`src/rtl/rr_mux_reg_pkg.sv`:
```
// Shared definitions for the round-robin register mux: mode encoding and
// the channel-index width helper.
package rr_mux_reg_pkg;

    // Encoding of force_en: 0 selects round-robin, 1 selects fixed channel.
    typedef enum logic {
        ROUND_ROBIN = 1'b0,
        FIXED       = 1'b1
    } mode_e;

    // Channel-index width; never narrower than one bit.
    function automatic int sel_width(input int n);
        return (n > 1) ? $clog2(n) : 1;
    endfunction

endpackage

```
`src/rtl/rr_mux_reg_if.sv`:
```
// Bundle of the upstream channels, the mode controls and the registered
// downstream port of the round-robin register mux.
interface rr_mux_reg_if
    import rr_mux_reg_pkg::*;
#(
    parameter int WIDTH = 8,
    parameter int N     = 4
);
    localparam int SELW = sel_width(N);

    logic [N*WIDTH-1:0] in_data;
    logic [N-1:0]       in_valid;
    logic [N-1:0]       in_ready;
    logic               force_en;
    logic [SELW-1:0]    force_sel;
    logic [WIDTH-1:0]   out_data;
    logic [SELW-1:0]    out_ch;
    logic               out_valid;
    logic               out_ready;

    // Environment side: drives channels, mode and downstream ready.
    modport master (
        output in_data, in_valid, force_en, force_sel, out_ready,
        input  in_ready, out_data, out_ch, out_valid
    );

    // Mux side.
    modport slave (
        input  in_data, in_valid, force_en, force_sel, out_ready,
        output in_ready, out_data, out_ch, out_valid
    );
endinterface

```
`src/rtl/rr_mux_reg_rr_arbiter.sv`:
```
// Round-robin priority search: the first requester after ptr (wrapping
// modulo N) wins. Purely combinational.
module rr_arbiter #(
    parameter int N    = 4,
    parameter int SELW = 2
) (
    input  logic [N-1:0]    req,
    input  logic [SELW-1:0] ptr,
    input  logic            enable,
    output logic [N-1:0]    grant,
    output logic [SELW-1:0] grant_idx,
    output logic            grant_valid
);
    logic            found;
    logic [SELW-1:0] win_idx;
    int              cand;

    // Scan ptr+1 .. ptr+N (ptr itself last) and keep the first hit.
    always_comb begin
        found   = 1'b0;
        win_idx = '0;
        cand    = 0;
        for (int off = 1; off <= N; off++) begin
            cand = int'(ptr) + off;
            if (cand >= N) begin
                cand = cand - N;
            end
            if (!found && req[cand[SELW-1:0]]) begin
                found   = 1'b1;
                win_idx = cand[SELW-1:0];
            end
        end
    end

    assign grant_valid = enable && found;
    assign grant_idx   = win_idx;

    for (genvar gi = 0; gi < N; gi++) begin : g_onehot
        assign grant[gi] = grant_valid && (win_idx == SELW'(gi));
    end

endmodule

```
`src/rtl/rr_mux_reg.sv`:
```
// N-channel mux with a single-word registered output. Channels are picked
// round-robin or forced to one index; a new word is accepted whenever the
// output register is empty or being drained in the same cycle.
module rr_mux_reg
    import rr_mux_reg_pkg::*;
#(
    parameter int WIDTH = 8,
    parameter int N     = 4
) (
    input  logic         clk,
    input  logic         rst_n,
    rr_mux_reg_if.slave  bus
);
    localparam int SELW  = sel_width(N);
    localparam int SLOTS = 2 ** SELW;

    mode_e            mode;
    logic             load_en;
    logic             transfer;
    logic             force_in_range;
    logic             fix_any;
    logic             rr_any;
    logic             any_grant;
    logic [N-1:0]     fix_grant;
    logic [N-1:0]     rr_grant;
    logic [N-1:0]     grant;
    logic [SELW-1:0]  rr_idx;
    logic [SELW-1:0]  sel_idx;
    logic [SELW-1:0]  ptr;
    logic [WIDTH-1:0] ch_data [SLOTS];
    logic [WIDTH-1:0] out_data;
    logic [SELW-1:0]  out_ch;
    logic             out_valid;

    // Unpack channels; index slots beyond N read as zero so the data
    // select never addresses outside the array.
    for (genvar gi = 0; gi < SLOTS; gi++) begin : g_unpack
        if (gi < N) begin : g_real
            assign ch_data[gi] = bus.in_data[gi*WIDTH +: WIDTH];
        end else begin : g_pad
            assign ch_data[gi] = '0;
        end
    end

    assign mode    = mode_e'(bus.force_en);
    assign load_en = !out_valid || bus.out_ready;

    // Fixed mode: only force_sel may win, and only if it is a real channel.
    assign force_in_range = 32'(bus.force_sel) < 32'(N);
    assign fix_any        = force_in_range && bus.in_valid[bus.force_sel];

    for (genvar gi = 0; gi < N; gi++) begin : g_fix
        assign fix_grant[gi] = fix_any && (bus.force_sel == SELW'(gi));
    end

    rr_arbiter #(
        .N    (N),
        .SELW (SELW)
    ) u_arb (
        .req         (bus.in_valid),
        .ptr         (ptr),
        .enable      (mode == ROUND_ROBIN),
        .grant       (rr_grant),
        .grant_idx   (rr_idx),
        .grant_valid (rr_any)
    );

    // Pick the grant source for the current mode; switching mode takes
    // effect immediately because this path is combinational.
    always_comb begin
        grant     = '0;
        sel_idx   = '0;
        any_grant = 1'b0;
        if (mode == FIXED) begin
            grant     = fix_grant;
            sel_idx   = bus.force_sel;
            any_grant = fix_any;
        end else begin
            grant     = rr_grant;
            sel_idx   = rr_idx;
            any_grant = rr_any;
        end
    end

    // Ready is withheld during reset so nothing is accepted then.
    assign transfer     = rst_n && load_en && any_grant;
    assign bus.in_ready = transfer ? grant : '0;

    // Output register and round-robin pointer; ptr moves only on a transfer.
    always_ff @(posedge clk) begin
        if (!rst_n) begin
            out_valid <= 1'b0;
            out_data  <= '0;
            out_ch    <= '0;
            ptr       <= SELW'(N - 1);
        end else if (transfer) begin
            out_valid <= 1'b1;
            out_data  <= ch_data[sel_idx];
            out_ch    <= sel_idx;
            ptr       <= sel_idx;
        end else if (bus.out_ready) begin
            out_valid <= 1'b0;
        end
    end

    assign bus.out_data  = out_data;
    assign bus.out_ch    = out_ch;
    assign bus.out_valid = out_valid;

endmodule

```
`src/flat_wrapper.sv`:
```
// flat-port wrapper written by rule: the top's interface ports become plain ports
module rr_mux_reg_flat import rr_mux_reg_pkg::*;
#(
    parameter int WIDTH = 8,
    parameter int N     = 4
)
  (clk, rst_n, bus_in_data, bus_in_valid, bus_force_en, bus_force_sel, bus_out_ready, bus_in_ready, bus_out_data, bus_out_ch, bus_out_valid);
  rr_mux_reg_if #(.WIDTH(WIDTH), .N(N)) bus_i ();
  input  logic clk;
  input  logic rst_n;
  input wire logic [$bits(bus_i.in_data)-1:0] bus_in_data;
  input wire logic [$bits(bus_i.in_valid)-1:0] bus_in_valid;
  input wire logic [$bits(bus_i.force_en)-1:0] bus_force_en;
  input wire logic [$bits(bus_i.force_sel)-1:0] bus_force_sel;
  input wire logic [$bits(bus_i.out_ready)-1:0] bus_out_ready;
  output wire logic [$bits(bus_i.in_ready)-1:0] bus_in_ready;
  output wire logic [$bits(bus_i.out_data)-1:0] bus_out_data;
  output wire logic [$bits(bus_i.out_ch)-1:0] bus_out_ch;
  output wire logic [$bits(bus_i.out_valid)-1:0] bus_out_valid;
  assign bus_i.in_data = bus_in_data;
  assign bus_i.in_valid = bus_in_valid;
  assign bus_i.force_en = bus_force_en;
  assign bus_i.force_sel = bus_force_sel;
  assign bus_i.out_ready = bus_out_ready;
  assign bus_in_ready = bus_i.in_ready;
  assign bus_out_data = bus_i.out_data;
  assign bus_out_ch = bus_i.out_ch;
  assign bus_out_valid = bus_i.out_valid;
  rr_mux_reg #(.WIDTH(WIDTH), .N(N)) u_core (.clk(clk), .rst_n(rst_n), .bus(bus_i));
endmodule
```
`config.mk`:
```
export PLATFORM = sky130hd
export DESIGN_NAME = rr_mux_reg_flat
export DESIGN_NICKNAME = d
export VERILOG_FILES = /design/src/rtl/rr_mux_reg_pkg.sv /design/src/rtl/rr_mux_reg_if.sv /design/src/rtl/rr_mux_reg_rr_arbiter.sv /design/src/rtl/rr_mux_reg.sv /design/src/flat_wrapper.sv
export SDC_FILE = /design/constraint.sdc
export NUM_CORES = 1
export LEC_CHECK = 0
export CAP_MARGIN = 20
export CORE_MARGIN = 2
export CORE_UTILIZATION = 35
export DETAILED_ROUTE_END_ITERATION = 6
export GPL_TIMING_DRIVEN = 0
export MAX_ROUTING_LAYER = met4
export PLACE_DENSITY = 0.81
export SYNTH_ARGS = -nofsm -noshare
export SYNTH_HDL_FRONTEND = slang
export SYNTH_HIERARCHICAL = 1
export SYNTH_SLANG_ARGS = --single-unit
```
`constraint.sdc`:
```
create_clock -name clk -period 4.3 [get_ports clk]
set_clock_uncertainty 0.2 [all_clocks]
set_input_delay 0.86 -clock clk [delete_from_list [all_inputs] [get_ports clk]]
set_output_delay 0.86 -clock clk [all_outputs]
set_load 0.02 [all_outputs]
```
After elaboration in Yosys (flattened, before gate mapping)
Cells that the tools add are included.
{"block": "word_totals", "regBits": 13, "input_bits": 42, "wordCells": 83}
{"block": "classes", "addsub": 8, "order_cmp": 10, "eq_ne": 6, "muxes": 31, "bitwise_logic": 2, "reduce_logical": 22}
{"operator": "2-bit 2-to-1 mux", "count": 9}
{"operator": "8-bit binary-select mux with 2-bit select", "count": 1}
{"operator": "8-bit 2-to-1 mux", "count": 2}
{"operator": "2-bit by 3-bit < comparator with 1-bit output, second input constant", "count": 5}
{"operator": "1-bit logical AND", "count": 14}
{"operator": "3-bit greater-or-equal comparator, second input constant", "count": 4}
{"operator": "1-bit 2-to-1 mux", "count": 12}
{"operator": "1-bit binary-select mux with 2-bit select", "count": 5}
{"operator": "2-bit equality test, second input constant", "count": 4}
{"operator": "4-bit 2-to-1 mux", "count": 2}
{"operator": "2-bit by 1-bit subtractor with 2-bit output, second input constant", "count": 4}
{"operator": "2-bit by 2-bit adder with 3-bit output, second input constant", "count": 2}
{"operator": "2-bit by 3-bit adder with 4-bit output, second input constant", "count": 1}
{"operator": "2-bit by 1-bit equality test with 1-bit output, second input constant", "count": 2}
{"operator": "4-bit by 3-bit greater-or-equal comparator with 1-bit output, second input constant", "count": 1}
{"operator": "1-bit logical NOT", "count": 4}
{"operator": "2-bit logical NOT", "count": 2}
{"operator": "2-bit by 1-bit adder with 3-bit output, second input constant", "count": 1}
{"operator": "2-bit NOT with 3-bit output", "count": 1}
{"operator": "2-bit nonzero test", "count": 1}
{"operator": "1-bit logical OR", "count": 1}
{"operator": "1-bit NOT", "count": 1}

Depth between registers and ports, before layout
{"block": "logic_depth", "depth_word": 20, "mapped_depth": 8}

Hierarchy
The synthesis kept the hierarchy.
{"module": "rr_mux_reg", "n_inst": 1, "cells_per_inst": 79, "area_per_inst_um2": 858.3, "seq_area_each_um2": 260.2}
{"module": "rr_arbiter", "n_inst": 1, "cells_per_inst": 22, "area_per_inst_um2": 125.1, "seq_area_each_um2": 0.0}

Least setup slack after synthesis
OpenSTA, ideal clock, no wires.
{"block": "synth_path", "path_kind": "input -> output", "from": "input port bus_in_valid[3]", "to": "output port bus_in_ready[0]", "t_arrival_ns": 2.178, "required_time_ns": 3.240, "setup_slack_ns": 1.062, "stages": 7, "cell_sequence": "nor4_1 > and2b_1 > nand2b_1 > o221ai_2 > and3_1 > buf_4 > and2b_1"}
{"block": "synth_between", "elab_chain_cells": 16, "word_cells_on_any_way": 32}
{"element": "start: declaration", "line_no": "flat_wrapper.sv:12", "source": "input wire logic [$bits(bus_i.in_valid)-1:0] bus_in_valid;"}
{"element": "1-bit binary-select mux with 2-bit select", "line_no": "rr_mux_reg_rr_arbiter.sv:28", "source": "if (!found && req[cand[SELW-1:0]]) begin"}
{"element": "1-bit 2-to-1 mux (implied by the code)", "line_no": "rr_mux_reg_rr_arbiter.sv:28"}
{"element": "1-bit 2-to-1 mux", "line_no": "rr_mux_reg_rr_arbiter.sv:28"}
{"element": "1-bit logical NOT", "line_no": "rr_mux_reg_rr_arbiter.sv:28"}
{"element": "1-bit logical AND", "line_no": "rr_mux_reg_rr_arbiter.sv:28"}
{"element": "1-bit 2-to-1 mux", "line_no": "rr_mux_reg_rr_arbiter.sv:28"}
{"element": "1-bit logical NOT", "line_no": "rr_mux_reg_rr_arbiter.sv:28"}
{"element": "1-bit logical AND", "line_no": "rr_mux_reg_rr_arbiter.sv:28"}
{"element": "1-bit 2-to-1 mux", "line_no": "rr_mux_reg_rr_arbiter.sv:28"}
{"element": "1-bit logical NOT", "line_no": "rr_mux_reg_rr_arbiter.sv:28"}
{"element": "1-bit logical AND", "line_no": "rr_mux_reg_rr_arbiter.sv:28"}
{"element": "1-bit 2-to-1 mux *", "line_no": "rr_mux_reg_rr_arbiter.sv:28"}
{"element": "1-bit logical AND *", "line_no": "rr_mux_reg_rr_arbiter.sv:35", "source": "assign grant_valid = enable && found;"}
{"element": "via u_core.rr_any", "line_no": "rr_mux_reg.sv:22", "source": "logic rr_any;"}
{"element": "1-bit logical AND / 1-bit 2-to-1 mux (equally long branches)", "line_no": "rr_mux_reg_rr_arbiter.sv:39, rr_mux_reg.sv:74"}
{"element": "4-bit 2-to-1 mux / 1-bit logical AND (equally long branches)", "line_no": "rr_mux_reg.sv:74, rr_mux_reg.sv:86"}
{"element": "4-bit 2-to-1 mux *", "line_no": "rr_mux_reg.sv:87", "source": "assign bus.in_ready = transfer ? grant : '0;"}
{"element": "end: declaration", "line_no": "flat_wrapper.sv:16", "source": "output wire logic [$bits(bus_i.in_ready)-1:0] bus_in_ready;"}
The timed path passes the listed nets; every way through them passes the cells marked *. The select of a mux whose other input is x is not followed.

Worst setup path in the final report
{"block": "layout_path", "from": "input port bus_in_valid[0]", "to": "output port bus_in_ready[1]"}
Same word-level chain as after synthesis.

==> metrics.txt <==
status=finished, final reports clean; CTS tree=yes; RSZ-0062 raised after global routing=no; worst endpoint required time=approximately 3200 ps; Clock power frac=0.193; max-slew violations=0; Pleak=~0.68 nW; CP max FO=10; DRC Markers=0; Die X=57.0 um; Least-Margin Pin Slew=470 ps; Cells after Synth=roughly 100; final hold viol count=0; post-layout power=385 uW; H-tree depth=1; Clock Latency Late Sink=around 270 ps; Setup crit end kind=output pin; crit path time final=~4200 ps; nets=roughly 200; number of iterations in the first detailed-routing pass=4; final hold slack=270 ps; Initial Utilization=0.363; Die Y=between 50 and 60 um; largest cells by area after synthesis=dfxtp_1, mux4_1, o2bb2ai_1, nand2b_1, mux4_2; Worst VDD drop=between 0.0002 and 0.00025 V; Std-Cell Core Area=~2700 um2; Sequential Power Share=0.369; fin cells=about 190; Top FF cell, synth=dfxtp_1; Port Buffers=54; Antenna Nets Post-Route=0; Switching Power=~120 uW; vias per std cell=5.41; power density over the cells=237 nW/um2; Seq/Total Area, Yosys=0.265; die footprint=3250 um2; GPL Wtd Cong=between 0.7 and 0.8; top cell type's share of synthesized area=0.265; drt initial violations=48; commonest non-fill, non-tap cell in the layout=clkdlybuf4s50_1; drt total wl=roughly 2.7 mm; Netlist Area Pre-Place=about 1000 um2; Synth Warn #=6; share of layout cells above drive strength 1=0.100; Setup crit start kind=primary input; Overflow after GRT=0; top cell type by total area after synthesis=dfxtp_1; CTS Hold Buffers Added=0; Comb power frac=0.438; initial antenna violation count=0; I/O pin count=57; DR WL/cell=around 14 um; Max Clk Rate=approximately 240 MHz; pin count of the biggest net entering global routing=11; Syn Nets=approximately 140; Max-Cap Viols=0; Cell Int Power=roughly 270 uW; highest-count cells in the layout ignoring fill and taps=clkdlybuf4s50_1, dfxtp_1, nand2_1; Rel. slew slack=0.685; global-route wire length before repair=about 4.5 mm; vias in the first global route=1063; area grow syn2layout=64.8%; row count=19; dpl cells=~190; Mean Syn Cell Area=9.74 um2; # setup viols final=0; Worst-path clk slew=around 80 ps; Switching Fraction=0.311; Via Count=roughly 1000; maximum buffer depth of the clock tree=2; worst hold-check path type=reg -> reg; Final Cycle Share=0.968; Num CTS Buffers=3; number of synthesized flops with an enable pin=0; diode count=0; crit path kind=in -> out; WP data arrival=between 3000 and 4000 ps; FF+latch count, synth=13; post-DP HPWL=between 2 and 2.5 mm; Root Driver=clkbuf_4; Async S/R FF share, synth=0; Clock Sinks=13; post-synth cell types=33; Global Route Usage Sum=0.175
Yosys cell counts (all sizes together) (2+ instances only):
| master | number |
|---|---|
| a21oi | 5 |
| a21boi | 3 |
| nand4 | 2 |
| and2b | 3 |
| inv | 2 |
| mux4 | 8 |
| mux2i | 4 |
| o21ai | 2 |
| nor3b | 2 |
| and2 | 2 |
| buf | 4 |
| nand2 | 12 |
| a32oi | 2 |
| clkbuf | 2 |
| nor2 | 8 |
| nand2b | 8 |
| o2bb2ai | 8 |
| dfxtp | 13 |
| and3 | 3 |
kinds of logic (layout without fill, tap and decap cells):
kind of cell	count (synthesis)	after routing	share of synthesized area
and+or+nand+nor	45	45	0.244
AOI/OAI and AO/OA	23	23	0.181
DFF	13	13	0.265
muxes	12	12	0.260
buffers and inverters	8	67	0.0509
area by class of cell:
cell class / instances / area, um2
multi-input combinational: 80 / 688
tap: 31 / 38.8
fill: 234 / 1090
inverter: 2 / 7.51
clock buffer: 3 / 22.5
clock inverter: 1 / 5.00
sequential: 13 / 260
buffer: 6 / 42.5
timing repair buffer: 55 / 556
routing by layer:
| layer | vias to the layer above | global-route usage | share of wire | routed length [um] |
|---|---|---|---|---|
| li1 | 507 | - | - | - |
| met1 | 483 | 0.220 | 0.41 | 1110 |
| met2 | 40 | 0.309 | 0.53 | 1430 |
| met3 | 4 | 0.00227 | 0.042 | 112 |
| met4 | 0 | 0.0532 | 0.012 | 33 |
| met5 | - | - | 0 | 0 |
metrics by stage:
step	cell area, um2	utilization	setup WS [ps]	setup TNS [ps]
final	1620	0.598	139	0
after global routing	1620	0.598	31.1	0
after CTS	1600	0.591	85.3	0
after detailed placement	1560	0.577	-191	-378
after global placement	1560	0.577	-111	-222
after floorplan	983	-	1060	0
power by group through the flow:
stage	logic [mW]	registers (mW)	clock network (mW)
after floorplan	0.0784	0.157	0
after global placement	0.163	0.144	0
after detailed placement	0.168	0.145	0
after CTS	0.168	0.142	0.0758
after global routing	0.181	0.144	0.0828
final	0.169	0.142	0.0742
worst max-delay path, cell delays in order:
cell and delay, ps:
clkdlybuf4s50_1 530, nor4_4 310, and2b_1 250, nand2b_1 80, o221ai_2 160, and3_1 250
buf_4 180, and2b_1 160, dlygate4sd2_1 310
registers in the layout, summed over array words and instances (netlist names):
signal and count:
u_core/bus.out_ch 2, u_core/bus.out_data 8, u_core/bus.out_valid 1, u_core/ptr 2
repair_timing:
item	in CTS	in global routing
setup endpoints to repair	3	4
pin swaps	1	1
buffers inserted	1	0
gates cloned	0	0
resized for setup	3	5
worst paths after layout:
path | start | end | slack, ps | cells after the start
setup / recovery | bus_in_valid[0] | bus_in_ready[1] | 140 | 9
hold / removal | u_core/bus.out_data[0] | u_core/bus.out_data[0] | 270 | 2
setup reg to reg | u_core/ptr[1] | u_core/bus.out_data[0] | 1630 | 7
hold reg to reg | u_core/bus.out_data[0] | u_core/bus.out_data[0] | 270 | 2
Note: power is estimated with default switching activity, not from simulation.
